--- src/rtl/alu8_op_sequencer.sv ---
// alu8_op_sequencer: valid/ready sequencer for logic/add/sub/shift ops and a shift-add multiply
module alu8_op_sequencer #(
  parameter int WIDTH = 8
) (
  input  logic                 clk,
  input  logic                 rst,
  input  logic                 in_valid,
  output logic                 in_ready,
  input  logic [2:0]           in_op,
  input  logic [WIDTH-1:0]     in_a,
  input  logic [WIDTH-1:0]     in_b,
  output logic                 out_valid,
  input  logic                 out_ready,
  output logic [2*WIDTH-1:0]   out_result,
  output logic                 out_z,
  output logic                 out_c,
  output logic                 out_n,
  output logic                 out_v,
  output logic                 busy
);
  localparam int SW = $clog2(WIDTH);
  localparam int CW = SW + 1;
  typedef enum logic [1:0] {IDLE, EXEC, MUL, DONE} state_t;
  state_t state, state_nx;
  logic [2:0] op;
  logic [WIDTH-1:0] a, b, lo;
  logic [WIDTH:0] sum, dif;
  logic [2*WIDTH-1:0] shl, acc, acc_nx;
  logic [CW-1:0] cnt;
  logic c_nx, v_nx, last;
  always_comb begin
    sum = {1'b0, a} + {1'b0, b};
    dif = {1'b0, a} - {1'b0, b};
    shl = {{WIDTH{1'b0}}, a} << b[SW-1:0];
    lo = op == 3'd0 ? a & b :
         op == 3'd1 ? a | b :
         op == 3'd2 ? a ^ b :
         op == 3'd3 ? ~a :
         op == 3'd4 ? sum[WIDTH-1:0] :
         op == 3'd5 ? dif[WIDTH-1:0] : shl[WIDTH-1:0];
    c_nx = op == 3'd4 ? sum[WIDTH] :
           op == 3'd5 ? dif[WIDTH] :
           op == 3'd6 ? (b[SW-1:0] != '0) && shl[WIDTH] : 1'b0;
    v_nx = op == 3'd4 ? (a[WIDTH-1] == b[WIDTH-1]) && (lo[WIDTH-1] != a[WIDTH-1]) :
           op == 3'd5 ? (a[WIDTH-1] != b[WIDTH-1]) && (lo[WIDTH-1] != a[WIDTH-1]) : 1'b0;
    acc_nx = acc + (b[cnt[SW-1:0]] ? {{WIDTH{1'b0}}, a} << cnt[SW-1:0] : '0);
    last = cnt == CW'(WIDTH - 1);
    state_nx = state == IDLE ? (in_valid ? (in_op == 3'd7 ? MUL : EXEC) : IDLE) :
               state == EXEC ? DONE :
               state == MUL  ? (last ? DONE : MUL) :
               (out_ready ? IDLE : DONE);
  end
  always_ff @(posedge clk) begin
    if (rst) begin
      state <= IDLE;
      op <= '0;
      a <= '0;
      b <= '0;
      acc <= '0;
      cnt <= '0;
      out_result <= '0;
      out_z <= 1'b0;
      out_c <= 1'b0;
      out_n <= 1'b0;
      out_v <= 1'b0;
    end else begin
      state <= state_nx;
      if (state == IDLE && in_valid) begin
        op <= in_op;
        a <= in_a;
        b <= in_b;
        acc <= '0;
        cnt <= '0;
      end
      if (state == EXEC) begin
        out_result <= {{WIDTH{1'b0}}, lo};
        out_z <= lo == '0;
        out_c <= c_nx;
        out_n <= lo[WIDTH-1];
        out_v <= v_nx;
      end
      if (state == MUL) begin
        acc <= acc_nx;
        cnt <= cnt + 1'b1;
        if (last) begin
          out_result <= acc_nx;
          out_z <= acc_nx == '0;
          out_c <= |acc_nx[2*WIDTH-1:WIDTH];
          out_n <= acc_nx[2*WIDTH-1];
          out_v <= 1'b0;
        end
      end
    end
  end
  assign in_ready = state == IDLE;
  assign out_valid = state == DONE;
  assign busy = state == EXEC || state == MUL;
endmodule

--- config.mk ---
export PLATFORM = sky130hd
export DESIGN_NAME = alu8_op_sequencer
export DESIGN_NICKNAME = d
export VERILOG_FILES = /design/src/rtl/alu8_op_sequencer.sv
export SDC_FILE = /design/constraint.sdc
export NUM_CORES = 1
export LEC_CHECK = 0
export BUFFER_PORTS_ARGS = -buffer_cell sky130_fd_sc_hd__buf_2
export CORE_UTILIZATION = 60
export CTS_CLUSTER_SIZE = 8
export DETAILED_ROUTE_END_ITERATION = 16
export PLACE_DENSITY = 0.8
export SLEW_MARGIN = 10
export SYNTH_ARGS = -nofsm -noshare
export SYNTH_HDL_FRONTEND = slang
export SYNTH_SLANG_ARGS = --single-unit
--- constraint.sdc ---
create_clock -name clk -period 5.6 [get_ports clk]
set_input_delay 0.28 -clock clk [delete_from_list [all_inputs] [get_ports clk]]
set_output_delay 0.28 -clock clk [all_outputs]
set_load 0.1 [all_outputs]
# Word level (Yosys, flattened, before mapping)
# Index checks and enable logic that the tools add are counted.
# classes
addsub,4
order_cmp,1
n_eq_ne,14
n_shift,2
muxes,40
n_bitwise,4
n_reduce_logical,12
# ops
operator,n
$mux W16,6
$mux W8,6
$mux W1,19
$add A16 B16 Y16,1
$logic_not A16 Y1,1
$shl A8 B3 Y16,1
$eq A3 B3 Y1 const B,4
$mux W2,6
$add A8 B8 Y9,1
$shl A8 B3 Y9,1
$sub A8 B8 Y9,1
$and A8 B8 Y8,1
$logic_not A8 Y1,1
$mux W4,2
$not A8 Y8,1
$or A8 B8 Y8,1
$reduce_or A8 Y1,1
$xor A8 B8 Y8,1
$eq A3 B2 Y1 const B,2
$add A4 B1 Y4 const B,1
$eq A2 B2 Y1 const B,2
$eq A4 B3 Y1 const B,1
$logic_and A1 B1 Y1,4
$lt A3 B4 Y1 const B,1
other kinds (10),11
# totals
regBits,61
inputBits,23
out_inout_bits,23
elab_cells,88

# Logic depth before layout (Yosys ltp)
# depth
depth_word,14
depth_mapped,17
depth_no_buf,15

# Worst setup path after synthesis
# Ideal clock, no wire load.
# synth_path
path_kind,reg2reg
from,register b[1]
to,register out_z
setup_time_ns,0.076
arrival_time_ns,4.047
required_ns,5.524
path_slack_ns,1.478
path_stages_with_launch,18
path_buffers,4
synth_period_minus_slack_ns,4.122
cell_sequence,dfxtp_1 > clkbuf_1 > buf_1 > mux4_2 > nand2_1 > and2_1 > clkbuf_1 > a211oi_1 > ha_1 > buf_4 > a2111oi_4 > o21ai_2 > a21o_1 > a311o_1 > or4_1 > nor3_2 > nand4b_1 > a22oi_2
# synth_between
elab_chain_cells,11
elab_cells_between_ends,21
classes_between,add/sub (3); shift (1); mux (12); bitwise (3); reduce/logical (2)
# synth_lines
item,line_no,rtl
"start, declared",26,"logic [WIDTH-1:0] a, b, lo;"
"start signal, assigned",71,b <= in_b;
$sub A8 B8 Y9 or $shl A8 B3 Y9 (tied branches),"33, 34",
$mux W8,40,op == 3'd5 ? dif[WIDTH-1:0] : shl[WIDTH-1:0];
$mux W8,39,op == 3'd4 ? sum[WIDTH-1:0] :
$mux W8,38,op == 3'd3 ? ~a :
$mux W8,37,op == 3'd2 ? a ^ b :
$mux W8,36,op == 3'd1 ? a | b :
$mux W8,35,lo = op == 3'd0 ? a & b :
$logic_not A8 Y1,77,out_z <= lo == '0;
$mux W1,75,if (state == EXEC) begin
$mux W1,85,if (last) begin
$mux W1 (*),82,if (state == MUL) begin
"end signal, assigned",62,out_z <= 1'b0;
"end signal, assigned",77,
"end signal, assigned",87,out_z <= acc_nx == '0;
"end, declared",15,"output logic out_z,"
# Every way passes the cells marked *; elsewhere a longest branch is shown, timed or not. The select of a mux whose other input is x is not followed.
# A chain may end at the register's enable or synchronous reset.

# Worst setup path in the final report
# layout_path
from,register cnt[0]
to,register out_z
# layout_between
elab_chain_cells,7
elab_cells_between_ends,9
classes_between,add/sub (1); eq/ne (1); shift (1); mux (5); reduce/logical (1)
# layout_lines
item,line_no,rtl
"start, declared",29,logic [CW-1:0] cnt;
"start signal, assigned",84,cnt <= cnt + 1'b1;
$bmux W1 S3,46,"acc_nx = acc + (b[cnt[SW-1:0]] ? {{WIDTH{1'b0}}, a} << cnt[SW-1:0] : '0);"
$mux W1 (implied by the code),46,
$mux W16,46,
$add A16 B16 Y16,46,
$logic_not A16 Y1,87,
$mux W1 (*),85,
$mux W1 (*),82,
# Marks and branches as above.

==> reports/summary.txt <==
Setup Buffers After CTS = 0
Power Internal = 0.000789 W
# rows = 33
Min-Delay Path Class = primary input to flop
Synth Flop Type = dfxtp_1
first-pass GRT wire length = 23.1 mm
area grow syn2layout = 7.86%
min Tclk post-route = 4.47 ns
Avg WL per Cell = 16.7 µm
final setup violation count = 0
post-route ant nets = 0
Comb pwr share = 0.299
dpl ws = 1.19 ns
vias in the first global route = 4,576
Top Ports = 46
n_diodes = 0
Inst Count DP = 839
Die X = 96.0 µm
DRC Markers = 0
H-tree levels = 3
Reg power frac = 0.386
Fin Setup TNS = 0 ns
Distinct cells, synth = 64
post-synthesis async set-or-reset flop share = 0
Area after DPL = 5520 µm²
Final period util = 0.798
multi-input logic area = 3740 µm²
clk_lat worst skew = 0.35 ns
area of the core = 8380 µm²
routed wire length = 14.2 mm
clock sink total = 61
FILL cells = 726
CTS tree = built
Yosys top cell by area = dfxtp_1
Max Freq = 0.224 GHz
final non-filler cell total = 855
dpl hpwl = 10.5 mm
Post-Syn Area = 5300 µm²
DR iter-0 viols = 405
crit-path max FO = 22
Worst Tran Pin Value = 0.800 ns
max cap viols = 0
NetSw = 0.000501 W
share of layout cells above drive strength 1 = 0.120
Critical Path AT = 4.75 ns
Worst setup EP type = flop
largest net degree at the start of global routing = 62
number of synthesized flops with an enable pin = 0
cts hold-fix bufs = 0
PortBufs = 45
startpoint types = flop
Register Area = 1220 µm²
final instance area = 5720 µm²
RSZ-0062 raised after global routing = no
Synth Warn # = 0
clock power share = 0.315
PnR worst setup slack = 1.13 ns
Clock Pin Slew Worst Setup and Hold Paths = 0.08 ns
drt first pass iters = 5
PostCTS Resize Cnt = 0
top area cells in the synthesized netlist = dfxtp_1 (23%), ha_1 (11%), a21oi_1 (8.4%)
status = finished clean
Max Root-Sink Buffers = 2
Cells after Synth = 731
Starting Density = 0.633
Worst slew margin = 0.466
Leak = 2.34 nW
Synthesized Nets = 802
Die Span Y = 96.0 µm
initial antenna violation count = 0
Hold Vio Cnt, Final = 0
Sw Ratio = 0.389
Synth Area per Inst = 7.25 µm²
power density cells = 226 nW/µm²
Fin Clk Skew = 0.00943 ns
vias post-DR = 5,289
Overall Power = 0.00129 W
Inserted Clock Buffers = 9
Setup CP Type = flop to flop
Nets = 816
VDD IR max = 0.250 mV
clock root buffer = clkbuf_8
DR vias/cell = 6.19
WP data required = 5.88 ns
Seq cells post-synth = 61
share of the yosys chip area belonging to registers = 0.230
gpl congestion = 0.892
Synth top area share = 0.230
grt total ovfl = 0
Pins Over Slew Limit = 0
die footprint = 9220 µm²
gr usage total = 0.327
-- layout make-up --
class / instances / share of cell area
Tap cell: 105 / 0.0230
Clock inverter: 7 / 0.0129
Inverter: 41 / 0.0269
Clock buffer: 9 / 0.0217
Multi-Input combinational cell: 581 / 0.655
Sequential cell: 61 / 0.214
Timing Repair Buffer: 51 / 0.0473
-- cell usage in the layout, fill, tap and decap left out, types with 4 or more instances in the layout --
cell,count
a211oi_1,17
a21o_1,5
a21oi_1,89
a221oi_1,5
a31oi_1,6
and2_1,5
and3_1,4
buf_2,45
buf_4,6
clkbuf_8,9
dfxtp_1,61
ha_1,45
inv_1,39
mux2i_1,17
mux4_2,10
nand2_1,108
nand2b_1,4
nand3_1,19
nand4_1,4
nor2_1,96
nor2b_1,7
nor3_1,15
o211ai_1,6
o21a_1,6
o21ai_0,27
o31ai_1,5
or4_1,5
xnor2_1,10
xor2_1,5
-- synth_stat cells, types with 4 or more instances --
master and number:
buf_1 4, and2_1 5, inv_1 39, nand4_1 4
dfxtp_1 61, mux4_2 10, a211oi_1 17, nor2_1 96
nor2b_1 7, o31ai_1 5, o211ai_1 6, a21oi_1 89
o21ai_0 27, a31oi_1 6, or4_1 5, ha_1 45
nand2b_1 4, and3_1 4, nand2_1 108, nand3_1 19
nor3_1 16, a21o_1 5, mux2i_1 17, clkbuf_1 40
xnor2_1 10, o21a_1 6, xor2_1 5, a221oi_1 5
-- worst max-delay path: stages, from the launching register on --
cell,delay [ns]
dfxtp_1,0.78
mux4_2,0.58
nand2_1,0.17
and2_1,0.28
a211oi_1,0.09
ha_1,0.46
a2111oi_4,0.36
o21ai_2,0.12
a21o_1,0.18
a311o_1,0.35
or4_1,0.56
nor3_2,0.16
nand4b_1,0.15
a22oi_2,0.15
-- sequential cells by signal (all words and copies together), names as in the netlist, 2 cells and up --
name / flops
a: 8
out_result: 16
b: 8
op: 3
state: 2
acc: 16
cnt: 4
-- path summary, 6_finish.rpt --
kind	cells past startpoint	endpoint	slack, ns	from
hold reg to reg	2	out_v	0.48	out_v
setup reg to reg	13	out_z	1.13	cnt[0]
hold / removal	3	b[0]	0.17	in_b[0]
setup / recovery	13	out_z	1.13	cnt[0]
-- power groups by stage --
stage | logic (W) | clock network [W] | registers (W)
2_1_floorplan | 0.000279 | 0 | 0.000526
3_3_place_gp | 0.000373 | 0 | 0.000505
3_5_place_dp | 0.000382 | 0 | 0.000506
4_1_cts | 0.000383 | 0.000411 | 0.000496
5_1_grt | 0.000423 | 0.000428 | 0.000502
6_report | 0.000386 | 0.000406 | 0.000498
-- metrics by stage --
step | utilization | hold WS (ns)
3_3_place_gp | 0.659 | 0.458
6_report | 0.682 | 0.165
5_1_grt | 0.682 | 0.159
4_1_cts | 0.682 | 0.160
2_1_floorplan | - | 0.416
3_5_place_dp | 0.659 | 0.468
-- per-layer routing --
layer  vias up  global-route usage  share of wire
li1       2611                   -              -
met1      2452               0.482           0.47
met2       213               0.503           0.43
met3        13              0.0545          0.082
met4         0              0.0597          0.010
met5         -                   0              0
-- cell families (layout without fill, tap and decap cells) --
kind of cell               count (synthesis)  after routing  share of synthesized area
DFF                                       61             61                      0.230
xor gates and xnor gates                  15             15                     0.0248
buffers and inverters                     89            108                     0.0644
muxes                                     29             29                     0.0788
AOI/OAI and AO/OA                        205            205                      0.248
adders and majority gates                 48             48                      0.118
and+or+nand+nor                          284            284                      0.236
Note: power is estimated with default switching activity, not from simulation.
